<file path="config.mk">
export PLATFORM = sky130hd
export DESIGN_NAME = ex_muldiv_unit
export DESIGN_NICKNAME = d
export VERILOG_FILES = /design/src/rtl/ex_muldiv_unit.sv
export SDC_FILE = /design/constraint.sdc
export NUM_CORES = 1
export LEC_CHECK = 0
export ABC_CLOCK_PERIOD_IN_PS = 9000
export CAP_MARGIN = 20
export CORE_MARGIN = 10
export CORE_UTILIZATION = 35
export CTS_CLUSTER_DIAMETER = 40
export CTS_CLUSTER_SIZE = 20
export DETAILED_ROUTE_END_ITERATION = 10
export GPL_TIMING_DRIVEN = 0
export PLACE_DENSITY_LB_ADDON = 0.08
export SETUP_SLACK_MARGIN = 0.02
export SLEW_MARGIN = 0
export SYNTH_ARGS = -nofsm -noshare
export SYNTH_HDL_FRONTEND = slang
export SYNTH_SLANG_ARGS = --single-unit
export TNS_END_PERCENT = 1
</file>
<file path="constraint.sdc">
create_clock -name i_clk -period 9 [get_ports i_clk]
set_clock_uncertainty 0.1 [all_clocks]
set_input_delay 2.7 -clock i_clk [delete_from_list [all_inputs] [get_ports i_clk]]
set_output_delay 2.7 -clock i_clk [all_outputs]
set_load 0.005 [all_outputs]
</file>
<file path="src/rtl/ex_muldiv_unit.sv">
// ---------------------------------------------------------------------------
// ex_muldiv_unit
//
// Iterative 32-bit multiply/divide unit for the EX stage. Executes MULT,
// MULTU, DIV and DIVU at one result bit per cycle and owns the architectural
// HI/LO registers, which MTHI/MTLO can also load directly. While an
// operation is in flight the unit raises o_busy so the hazard logic can
// freeze IF/ID/EX.
//
// Ports
//   i_clk         pipeline clock, rising edge
//   i_rst         asynchronous active-high reset
//   i_start       mul/div instruction valid in EX
//   i_op          00 MULT, 01 MULTU, 10 DIV, 11 DIVU
//   i_operand_a   rs value: multiplicand / dividend
//   i_operand_b   rt value: multiplier / divisor
//   i_write_hi    MTHI: load HI from i_write_data
//   i_write_lo    MTLO: load LO from i_write_data
//   i_write_data  MTHI/MTLO data
//   o_busy        stall request (combinational)
//   o_done        one-cycle pulse after HI/LO receive a mul/div result
//   o_hi, o_lo    HI and LO registers
//
// state  | meaning
// -------+-----------------------------------------------------------
// IDLE   | waiting for i_start; MTHI/MTLO honoured here only
// MUL    | shift-add multiply, one multiplier bit per cycle
// DIV    | restoring divide, one quotient bit per cycle
// DONE   | result visible in HI/LO; stalled instruction advances
// ---------------------------------------------------------------------------
module ex_muldiv_unit #(
  parameter int WIDTH = 32
) (
  input  logic             i_clk,
  input  logic             i_rst,
  input  logic             i_start,
  input  logic [1:0]       i_op,
  input  logic [WIDTH-1:0] i_operand_a,
  input  logic [WIDTH-1:0] i_operand_b,
  input  logic             i_write_hi,
  input  logic             i_write_lo,
  input  logic [WIDTH-1:0] i_write_data,
  output logic             o_busy,
  output logic             o_done,
  output logic [WIDTH-1:0] o_hi,
  output logic [WIDTH-1:0] o_lo
);

  localparam logic [1:0] S_IDLE = 2'd0;
  localparam logic [1:0] S_MUL  = 2'd1;
  localparam logic [1:0] S_DIV  = 2'd2;
  localparam logic [1:0] S_DONE = 2'd3;

  localparam logic [4:0] LAST_ITER = 5'd31;

  logic [1:0]         r_state;
  logic [4:0]         r_cnt;
  logic [WIDTH-1:0]   r_hi;
  logic [WIDTH-1:0]   r_lo;
  logic [WIDTH-1:0]   r_a_mag;
  logic [WIDTH-1:0]   r_b_mag;
  logic [WIDTH-1:0]   r_a_raw;
  logic               r_neg_res;   // product / quotient must be negated
  logic               r_neg_rem;   // remainder takes the dividend's sign
  logic               r_div_zero;
  // Shared datapath register.
  //   MUL: [63:32] running partial product, [31:0] multiplier shifting right
  //   DIV: [63:32] partial remainder,        [31:0] dividend shifting out /
  //        quotient shifting in
  logic [2*WIDTH-1:0] r_acc;

  // ---------------------------------------------------------------------
  // Operand conditioning at the IDLE -> MUL/DIV edge
  // ---------------------------------------------------------------------
  logic             w_signed;
  logic             w_a_neg;
  logic             w_b_neg;
  logic [WIDTH-1:0] w_a_mag;
  logic [WIDTH-1:0] w_b_mag;
  logic             w_launch;

  assign w_signed = ~i_op[0];
  assign w_a_neg  = w_signed & i_operand_a[WIDTH-1];
  assign w_b_neg  = w_signed & i_operand_b[WIDTH-1];
  // -0x80000000 wraps to 0x80000000, which is the correct unsigned magnitude.
  assign w_a_mag  = w_a_neg ? (-i_operand_a) : i_operand_a;
  assign w_b_mag  = w_b_neg ? (-i_operand_b) : i_operand_b;
  assign w_launch = (r_state == S_IDLE) && i_start;

  // ---------------------------------------------------------------------
  // Multiply step: add multiplicand into the upper half when the current
  // multiplier LSB is set, then shift the whole accumulator right by one.
  // ---------------------------------------------------------------------
  logic [WIDTH:0]     w_mul_sum;
  logic [2*WIDTH-1:0] w_mul_next;

  assign w_mul_sum  = {1'b0, r_acc[2*WIDTH-1:WIDTH]} +
                      (r_acc[0] ? {1'b0, r_a_mag} : {(WIDTH+1){1'b0}});
  assign w_mul_next = {w_mul_sum, r_acc[WIDTH-1:1]};

  // ---------------------------------------------------------------------
  // Divide step: shift the next dividend bit into the remainder (33-bit
  // trial value) and subtract the divisor when it fits.
  // ---------------------------------------------------------------------
  logic [WIDTH:0]     w_div_shift;
  logic               w_div_fits;
  logic [WIDTH-1:0]   w_div_sub;
  logic [2*WIDTH-1:0] w_div_next;

  assign w_div_shift = r_acc[2*WIDTH-1:WIDTH-1];
  assign w_div_fits  = (w_div_shift >= {1'b0, r_b_mag});
  // When the divisor fits the true difference is below 2^32, so the
  // truncated subtraction is exact.
  assign w_div_sub   = w_div_shift[WIDTH-1:0] - r_b_mag;
  assign w_div_next  = {(w_div_fits ? w_div_sub : w_div_shift[WIDTH-1:0]),
                        r_acc[WIDTH-2:0], w_div_fits};

  // ---------------------------------------------------------------------
  // Sign fixup of the final iteration's result
  // ---------------------------------------------------------------------
  logic [2*WIDTH-1:0] w_prod_fix;
  logic [WIDTH-1:0]   w_quo;
  logic [WIDTH-1:0]   w_rem;
  logic [WIDTH-1:0]   w_quo_fix;
  logic [WIDTH-1:0]   w_rem_fix;
  logic [WIDTH-1:0]   w_div_hi;
  logic [WIDTH-1:0]   w_div_lo;

  assign w_prod_fix = r_neg_res ? (-w_mul_next) : w_mul_next;
  assign w_quo      = w_div_next[WIDTH-1:0];
  assign w_rem      = w_div_next[2*WIDTH-1:WIDTH];
  assign w_quo_fix  = r_neg_res ? (-w_quo) : w_quo;
  assign w_rem_fix  = r_neg_rem ? (-w_rem) : w_rem;
  // Divide by zero bypasses the iterative result entirely.
  assign w_div_hi   = r_div_zero ? r_a_raw : w_rem_fix;
  assign w_div_lo   = r_div_zero ? {WIDTH{1'b1}} : w_quo_fix;

  // ---------------------------------------------------------------------
  // Control FSM and datapath registers
  // ---------------------------------------------------------------------
  always_ff @(posedge i_clk or posedge i_rst) begin
    if (i_rst) begin
      r_state    <= S_IDLE;
      r_cnt      <= 5'd0;
      r_hi       <= '0;
      r_lo       <= '0;
      r_a_mag    <= '0;
      r_b_mag    <= '0;
      r_a_raw    <= '0;
      r_neg_res  <= 1'b0;
      r_neg_rem  <= 1'b0;
      r_div_zero <= 1'b0;
      r_acc      <= '0;
    end else begin
      case (r_state)
        S_IDLE: begin
          if (w_launch) begin
            r_cnt      <= 5'd0;
            r_a_mag    <= w_a_mag;
            r_b_mag    <= w_b_mag;
            r_a_raw    <= i_operand_a;
            r_neg_res  <= w_a_neg ^ w_b_neg;
            r_neg_rem  <= w_a_neg;
            r_div_zero <= (i_operand_b == '0);
            if (i_op[1]) begin
              r_state <= S_DIV;
              r_acc   <= {{WIDTH{1'b0}}, w_a_mag};
            end else begin
              r_state <= S_MUL;
              r_acc   <= {{WIDTH{1'b0}}, w_b_mag};
            end
          end else begin
            if (i_write_hi) r_hi <= i_write_data;
            if (i_write_lo) r_lo <= i_write_data;
          end
        end

        S_MUL: begin
          r_acc <= w_mul_next;
          r_cnt <= r_cnt + 5'd1;
          if (r_cnt == LAST_ITER) begin
            r_hi    <= w_prod_fix[2*WIDTH-1:WIDTH];
            r_lo    <= w_prod_fix[WIDTH-1:0];
            r_state <= S_DONE;
          end
        end

        S_DIV: begin
          r_acc <= w_div_next;
          r_cnt <= r_cnt + 5'd1;
          if (r_cnt == LAST_ITER) begin
            r_hi    <= w_div_hi;
            r_lo    <= w_div_lo;
            r_state <= S_DONE;
          end
        end

        // The instruction that started the op is still in EX here, so
        // i_start is deliberately ignored.
        S_DONE: begin
          r_cnt   <= 5'd0;
          r_state <= S_IDLE;
        end

        default: r_state <= S_IDLE;
      endcase
    end
  end

  assign o_busy = w_launch || (r_state == S_MUL) || (r_state == S_DIV);
  assign o_done = (r_state == S_DONE);
  assign o_hi   = r_hi;
  assign o_lo   = r_lo;

endmodule

</file>
==> results of run 1 <==
-- layout by cell type, fill, tap and decap left out, types with 55 or more instances in the layout --
master / count
sky130_fd_sc_hd__nand2_1: 335
sky130_fd_sc_hd__o21ai_0: 302
sky130_fd_sc_hd__dfrtp_1: 233
sky130_fd_sc_hd__nor2_1: 211
sky130_fd_sc_hd__clkbuf_1: 175
sky130_fd_sc_hd__a21oi_1: 169
sky130_fd_sc_hd__clkdlybuf4s50_1: 168
sky130_fd_sc_hd__xnor2_1: 132
sky130_fd_sc_hd__xor2_1: 76
sky130_fd_sc_hd__ha_1: 75
sky130_fd_sc_hd__o31ai_1: 73
sky130_fd_sc_hd__inv_1: 68
sky130_fd_sc_hd__nor3_1: 58
sky130_fd_sc_hd__clkbuf_16: 55
-- worst max-delay path, stage by stage --
cell and delay, ns:
sky130_fd_sc_hd__clkdlybuf4s50_1 0.47, sky130_fd_sc_hd__nand2_1 0.34, sky130_fd_sc_hd__buf_1 0.52, sky130_fd_sc_hd__clkbuf_1 0.62
sky130_fd_sc_hd__nand2_1 0.15, sky130_fd_sc_hd__clkdlybuf4s50_1 0.48
-- power by group through the flow --
| stage | combinational (µW) | sequential [µW] | clock, µW |
|---|---|---|---|
| 2_1_floorplan | 4590 | 1770 | 0 |
| 3_3_place_gp | 7470 | 1980 | 0 |
| 3_5_place_dp | 7490 | 1990 | 0 |
| 4_1_cts | 7540 | 1980 | 2110 |
| 5_1_grt | 8210 | 2040 | 2160 |
| 6_report | 7750 | 2010 | 2090 |
-- sequential cells by signal (all words and copies together), names as in the netlist --
name        flops
o_hi           32
o_lo           32
r_a_mag        32
r_a_raw        31
r_acc          64
r_b_mag        32
r_cnt           5
r_div_zero      1
r_neg_rem       1
r_neg_res       1
r_state         2
-- worst max path at each step --
stage,end,start
2_1_floorplan,o_busy,i_start
3_3_place_gp,r_b_mag[19],i_rst
3_5_place_dp,o_busy,i_start
4_1_cts,o_busy,i_start
5_1_grt,o_busy,i_start
6_report,o_busy,i_start
-- cells in the mapped netlist (all sizes together), types with 9 or more instances --
master,instances
xnor2,132
a21oi,169
and2,55
and3,14
a221o,35
o31ai,75
o211ai,16
inv,69
nor3b,10
clkbuf,171
a21o,30
a22o,13
nand4,18
ha,75
a211oi,17
nand2b,22
buf,24
a41oi,9
o21ai,308
nor4,22
dfrtp,233
o21a,17
xor2,76
mux2i,24
or3,28
and4,9
a31oi,28
nor3,58
a22oi,18
a221oi,49
nand3,42
mux2,37
nor2,211
nor2b,18
or4,19
nand2,335
o22ai,12
or2,12
-- kinds of logic after synthesis --
| family | count (synthesis) | share of synthesized area (%) |
|---|---|---|
| DFF | 233 | 28.8 |
| xor gates and xnor gates | 208 | 9.01 |
| muxes | 61 | 3.25 |
| buffers and inverters | 267 | 5.09 |
| AOI/OAI and AO/OA | 882 | 28.1 |
| and+or+nand+nor | 891 | 20.9 |
| adders and majority gates | 77 | 4.84 |
-- per-stage QoR --
step	total power, µW	std cells	hold slack [ns]	instance area (µm²)
after CTS	11600	3660	0.378	24900
after global placement	9450	3552	0.363	22900
after floorplan	6360	2619	0.342	20200
after detailed placement	9490	3560	0.367	23000
final	11800	3660	0.380	24900
after global routing	12400	3660	0.400	24900
-- layout make-up --
| cell class | instances | area, µm² | share of cell area [%] |
|---|---|---|---|
| Multi-Input combinational cell | 2119 | 13400 | 53.6 |
| Sequential cell | 233 | 5830 | 23.4 |
| Timing Repair Buffer | 176 | 1830 | 7.32 |
| Clock buffer | 67 | 1490 | 5.98 |
| Tap cell | 765 | 957 | 3.84 |
| Buffer | 195 | 758 | 3.04 |
| Clock inverter | 33 | 438 | 1.76 |
| Inverter | 72 | 274 | 1.10 |
-- per-layer routing --
metal  vias to the layer above  GRT usage, %  wire (µm)
met1                     11100          41.8      46400
met2                      1066          47.6      47800
met3                       157          5.88       9430
li1                      10000             -          -
met5                         -             0         23
met4                         4          10.1       3460
==> flow_summary.toml, run 1 <==
[power]
power.ir.vdd_worst_uv = 281
power_density_mw_per_mm2 = 475
power.static_leakage_uw = 0.0100
internal_power_uw = 5410
p_sw_uw = 6430
switching_share_pct = 54.3
share_comb_of_total_power_pct = 65.4
clock_power_share_pct = 17.7
seq_pwr_share_pct = 16.9

[routing]
remaining_drc_errors = 0
route.detailed.wl_per_inst_um = 29.2
routed_via_density = 6.10
drt-pass1-iter-count = 6
routed-via-count = 22300
drt-initial-drc-count = 2383
final_antenna_net_count = 0
wl_um = 107000

[worst_setup_path]
setup.worst_path.end_class = "output pin"
arrival_ns = 5.27
required_ns = 6.20
reg2reg_setup_slack_ns = 1.78
worst_setup_path_start_kind = "input pin"
crit-reg2reg-capture = "o_lo[16]"
worstRegToRegCells = 19
critPathMaxFanout = 10
regToRegStartpoint = "r_acc[39]"
crit_type = "input pin to output pin"

[hold_path]
hold_path_depth = 1
hold_path_end = "r_cnt[3]"
worstHoldStart = "r_cnt[3]"
hold_path.class = "flop to flop"

[grt]
number_of_global_route_vias_before_repair = 21200
grt-ovfl-total = 0
grt_first_pass_wirelength_um = 152000
grt_max_degree = 38
antenna_found_initial = 5
grt_util_all_layers_pct = 30.6

[yosys]
synth-seq-cells = 233
distinct_cell_type_count_of_the_synthesized_netlist = 85
synth_top_flop_cell = "sky130_fd_sc_hd__dfrtp_1"
syn-cell-area_mm2 = 0.0202
post_synth_inst_count = 2619
synthesis.nets = 2799
synthDominantCellAreaShare_pct = 28.8
synth-async-reset-ratio_pct = 100
yosysSeqAreaShare_pct = 28.8
synthTopCellsByArea = "sky130_fd_sc_hd__dfrtp_1 29%, sky130_fd_sc_hd__o21ai_0 7.5%, sky130_fd_sc_hd__nand2_1 6.2%"
synth-edff-count = 0
synth_top_cell_by_area = "sky130_fd_sc_hd__dfrtp_1"
mapped_avg_cell_area_um2 = 7.72
synth_warnings = 0

[sta]
report.final.setup_viol = 0
unrepaired_setup_endpoints_after_global_routing = "false"
timing_hold_violations_final = 0
fin_ws_ns = 0.927
layout_worst_path_cycle_share_pct = 89.7
totalNegativeSetupSlack_ns = 0
timing_worst_slew_pin_value_ns = 1.20
slew_viol_final = 0
timing.fmax_mhz = 124
timing.slew.headroom_pct = 19.3
finalWorstPathRequiredPeriod_ns = 8.07

[clock_tree]
cts-buffers-inserted = 54
worstSkewPairLatency_ns = 0.62
cts_htree_levels = 2
clk_path_buf_depth = 3
cts-root-buf = "sky130_fd_sc_hd__clkbuf_16"
clkSinkCount = 233
cts_resized = 0
tritoncts = "yes"
worst_setup_hold_path_clk_slew_ns = 0.05
cts_hold_buf = 0
post-cts-setup-buffers = 0

[die]
die-height_um = 260
num_io_pins = 169
initial_utilization_pct = 35.2
core.rowCount = 88
die_area_mm2 = 0.0678
fp.coreArea_mm2 = 0.0575
die_w_um = 260

[finish]
drive_gt1_share_pct = 6.11
post-route-util_pct = 43.4
fill_cells = 5949
area_growth_syn_to_layout_pct = 23.3
antenna_cells_inserted = 0
finish.net_count = 3031

[place]
pre_cts_ws_ns = 0.995
io_buffer_count = 168
place.detailed.hpwl_um = 87100
finalWeightedCongestion = 0.988

[run]
max_cap_violations = 0

[status]
outcome = "finished, final reports clean"
(Power assumes the default switching activity.)
==> run 2, diff against run 1 <==
Settings changed: CORE_ASPECT_RATIO from default to 1.2.
==> run 2 against run 1 <==
Compared with the run above: non-clock buffer count unchanged; sequential share of layout area grew 0.20 points; first-iteration DRC count down 5.8%; combinational power is essentially flat; critical path depth stayed put; largest power group unchanged; core utilization down 0.13 points; hold slack worse by 0.0079 ns; register-to-register slack better by 0.19 ns; largest cell class unchanged; worst setup slack better by 0.19 ns.
==> flow_summary.toml, run 2 (synthesis results as in run 1) <==
[worst_setup_path]
crit_type = "input pin to output pin"
reg2reg_setup_slack_ns = 1.97
critPathMaxFanout = 10
required_ns = 6.20
top_family_by_delay_on_critical_path = "buffers and inverters"
worstSetupStartpoint = "i_start"
path_cells = "clkdlybuf4s50_1 > nand2_1 > buf_1 > clkbuf_1 > nand2_1 > clkdlybuf4s50_1"
crit_buf_inv = 4
critical-path-max-stage-delay_ns = 0.55
crit-reg2reg-capture = "o_lo[16]"
arrival_ns = 5.09
worstRegToRegCells = 19
worst_setup_path_start_kind = "input pin"
crit_slowest_cell = "sky130_fd_sc_hd__clkbuf_1"
setup.worst_path.end_class = "output pin"
regToRegStartpoint = "r_acc[39]"

[hold_path]
worstHoldStart = "o_lo[17]"
hold_path_end = "o_lo[17]"
hold_path_depth = 2
hold_path.class = "flop to flop"

[sta]
timing_worst_slew_pin_value_ns = 1.07
totalNegativeSetupSlack_ns = 0
report.final.setup_viol = 0
finalWorstPathRequiredPeriod_ns = 7.89
layout_worst_path_cycle_share_pct = 87.6
timing.fmax_mhz = 127
slew_viol_final = 0
timing.slew.headroom_pct = 28.3
unrepaired_setup_endpoints_after_global_routing = "false"
timing_hold_violations_final = 0

[clock_tree]
cts-root-buf = "sky130_fd_sc_hd__clkbuf_16"
cts_resized = 0
worst_setup_hold_path_clk_slew_ns = 0.05
cts_htree_levels = 2
cts-buffers-inserted = 48
clkSinkCount = 233
worstSkewPairLatency_ns = 0.60
post-cts-setup-buffers = 0
clk_path_buf_depth = 3
tritoncts = "yes"
cts_hold_buf = 0

[routing]
routed_via_density = 6.11
drt-initial-drc-count = 2245
final_antenna_net_count = 0
routed-via-count = 22100
drt-pass1-iter-count = 6
remaining_drc_errors = 0
route.detailed.wl_per_inst_um = 29.7
wl_um = 108000

[grt]
number_of_global_route_vias_before_repair = 21300
grt_first_pass_wirelength_um = 153000
grt_max_degree = 41
grt_util_all_layers_pct = 30.7
antenna_found_initial = 4
grt-ovfl-total = 0

[power]
power_density_mw_per_mm2 = 473
power.static_leakage_uw = 0.00996
power.ir.vdd_worst_uv = 205

[finish]
mostFrequentLayoutCell = "sky130_fd_sc_hd__nand2_1"
post-route-util_pct = 43.3
fin_area_mm2 = 0.0247
antenna_cells_inserted = 0
area_growth_syn_to_layout_pct = 22.3
registers.top_by_ff_count = "r_acc"
fill_cells = 5896
finish.net_count = 3025
drive_gt1_share_pct = 5.86
number_of_flip_flops_in_the_largest_register = 64
leading_cell_types_in_the_layout_fill_and_taps_excluded = "335 x sky130_fd_sc_hd__nand2_1, 302 x sky130_fd_sc_hd__o21ai_0, 233 x sky130_fd_sc_hd__dfrtp_1"

[die]
num_io_pins = 169
die_w_um = 239
fp.coreArea_mm2 = 0.0572
die_area_mm2 = 0.0678
core.rowCount = 96
initial_utilization_pct = 35.4
die-height_um = 283

[run]
max_cap_violations = 0

[place]
finalWeightedCongestion = 0.996
io_buffer_count = 168
place_area_mm2 = 0.0230
place.detailed.hpwl_um = 88000

[status]
outcome = "finished, final reports clean"
-- run 2: stage by stage --
stage | hold slack, ns | power (µW) | std cells | setup WS (ns)
finish | 0.372 | 11700 | 3620 | 1.11
global route | 0.399 | 12200 | 3620 | 0.967
CTS | 0.378 | 11500 | 3619 | 1.11
detailed placement | 0.366 | 9510 | 3529 | 1.10
global placement | 0.362 | 9460 | 3522 | 1.02
floorplan | 0.342 | 6360 | 2619 | 2.71
-- run 2: power breakdown --
group | switching (µW) | total, µW | internal (µW)
Sequential | 446 | 1990 | 1550
Clock | 674 | 1960 | 1280
Combinational | 5260 | 7740 | 2480
Total | 6380 | 11700 | 5310
-- run 2: final cells by class --
type                       count  area [µm²]  area share (%)
clock buffer                  58        1310            5.29
multi-input combinational   2119       13400            54.0
clock inverter                32         464            1.88
sequential                   233        5830            23.6
timing repair buffer         176        1810            7.34
buffer                       195         758            3.07
inverter                      72         274            1.11
tap                          735         920            3.72
-- run 2: worst reg2reg max path, cell delays in order (launching register included) --
cell and delay, ns:
sky130_fd_sc_hd__dfrtp_1 0.58, sky130_fd_sc_hd__ha_1 0.31, sky130_fd_sc_hd__clkbuf_1 0.20, sky130_fd_sc_hd__a21oi_1 0.33
sky130_fd_sc_hd__o211ai_1 0.14, sky130_fd_sc_hd__and3b_1 0.22, sky130_fd_sc_hd__o311ai_1 0.60, sky130_fd_sc_hd__nand2_1 0.42
sky130_fd_sc_hd__clkinv_1 0.36, sky130_fd_sc_hd__clkbuf_1 0.42, sky130_fd_sc_hd__buf_1 0.59, sky130_fd_sc_hd__ha_1 0.53
sky130_fd_sc_hd__nand3_1 0.15, sky130_fd_sc_hd__or4b_2 0.73, sky130_fd_sc_hd__o31ai_1 0.27, sky130_fd_sc_hd__xnor2_1 0.15
sky130_fd_sc_hd__o21ai_0 0.10, sky130_fd_sc_hd__a21oi_1 0.43, sky130_fd_sc_hd__nor2_1 0.14, sky130_fd_sc_hd__o21ai_0 0.17
-- run 2: metal layers --
layer | part of all wire (%) | GRT usage, % | up-vias
li1 | - | - | 10000
met1 | 39 | 36.9 | 10800
met2 | 46 | 49.4 | 1034
met3 | 6.5 | 4.23 | 251
met4 | 8.4 | 22.2 | 2
met5 | 0.012 | 0 | -
-- run 2: how the worst max path moves through the flow --
stage | endpoint | slack, ns | depth (start not counted)
3_3_place_gp | r_b_mag[12] | 1.02 | 2
6_report | o_busy | 1.11 | 6
2_1_floorplan | o_busy | 2.71 | 4
5_1_grt | o_busy | 0.97 | 6
3_5_place_dp | o_busy | 1.10 | 6
4_1_cts | o_busy | 1.11 | 6
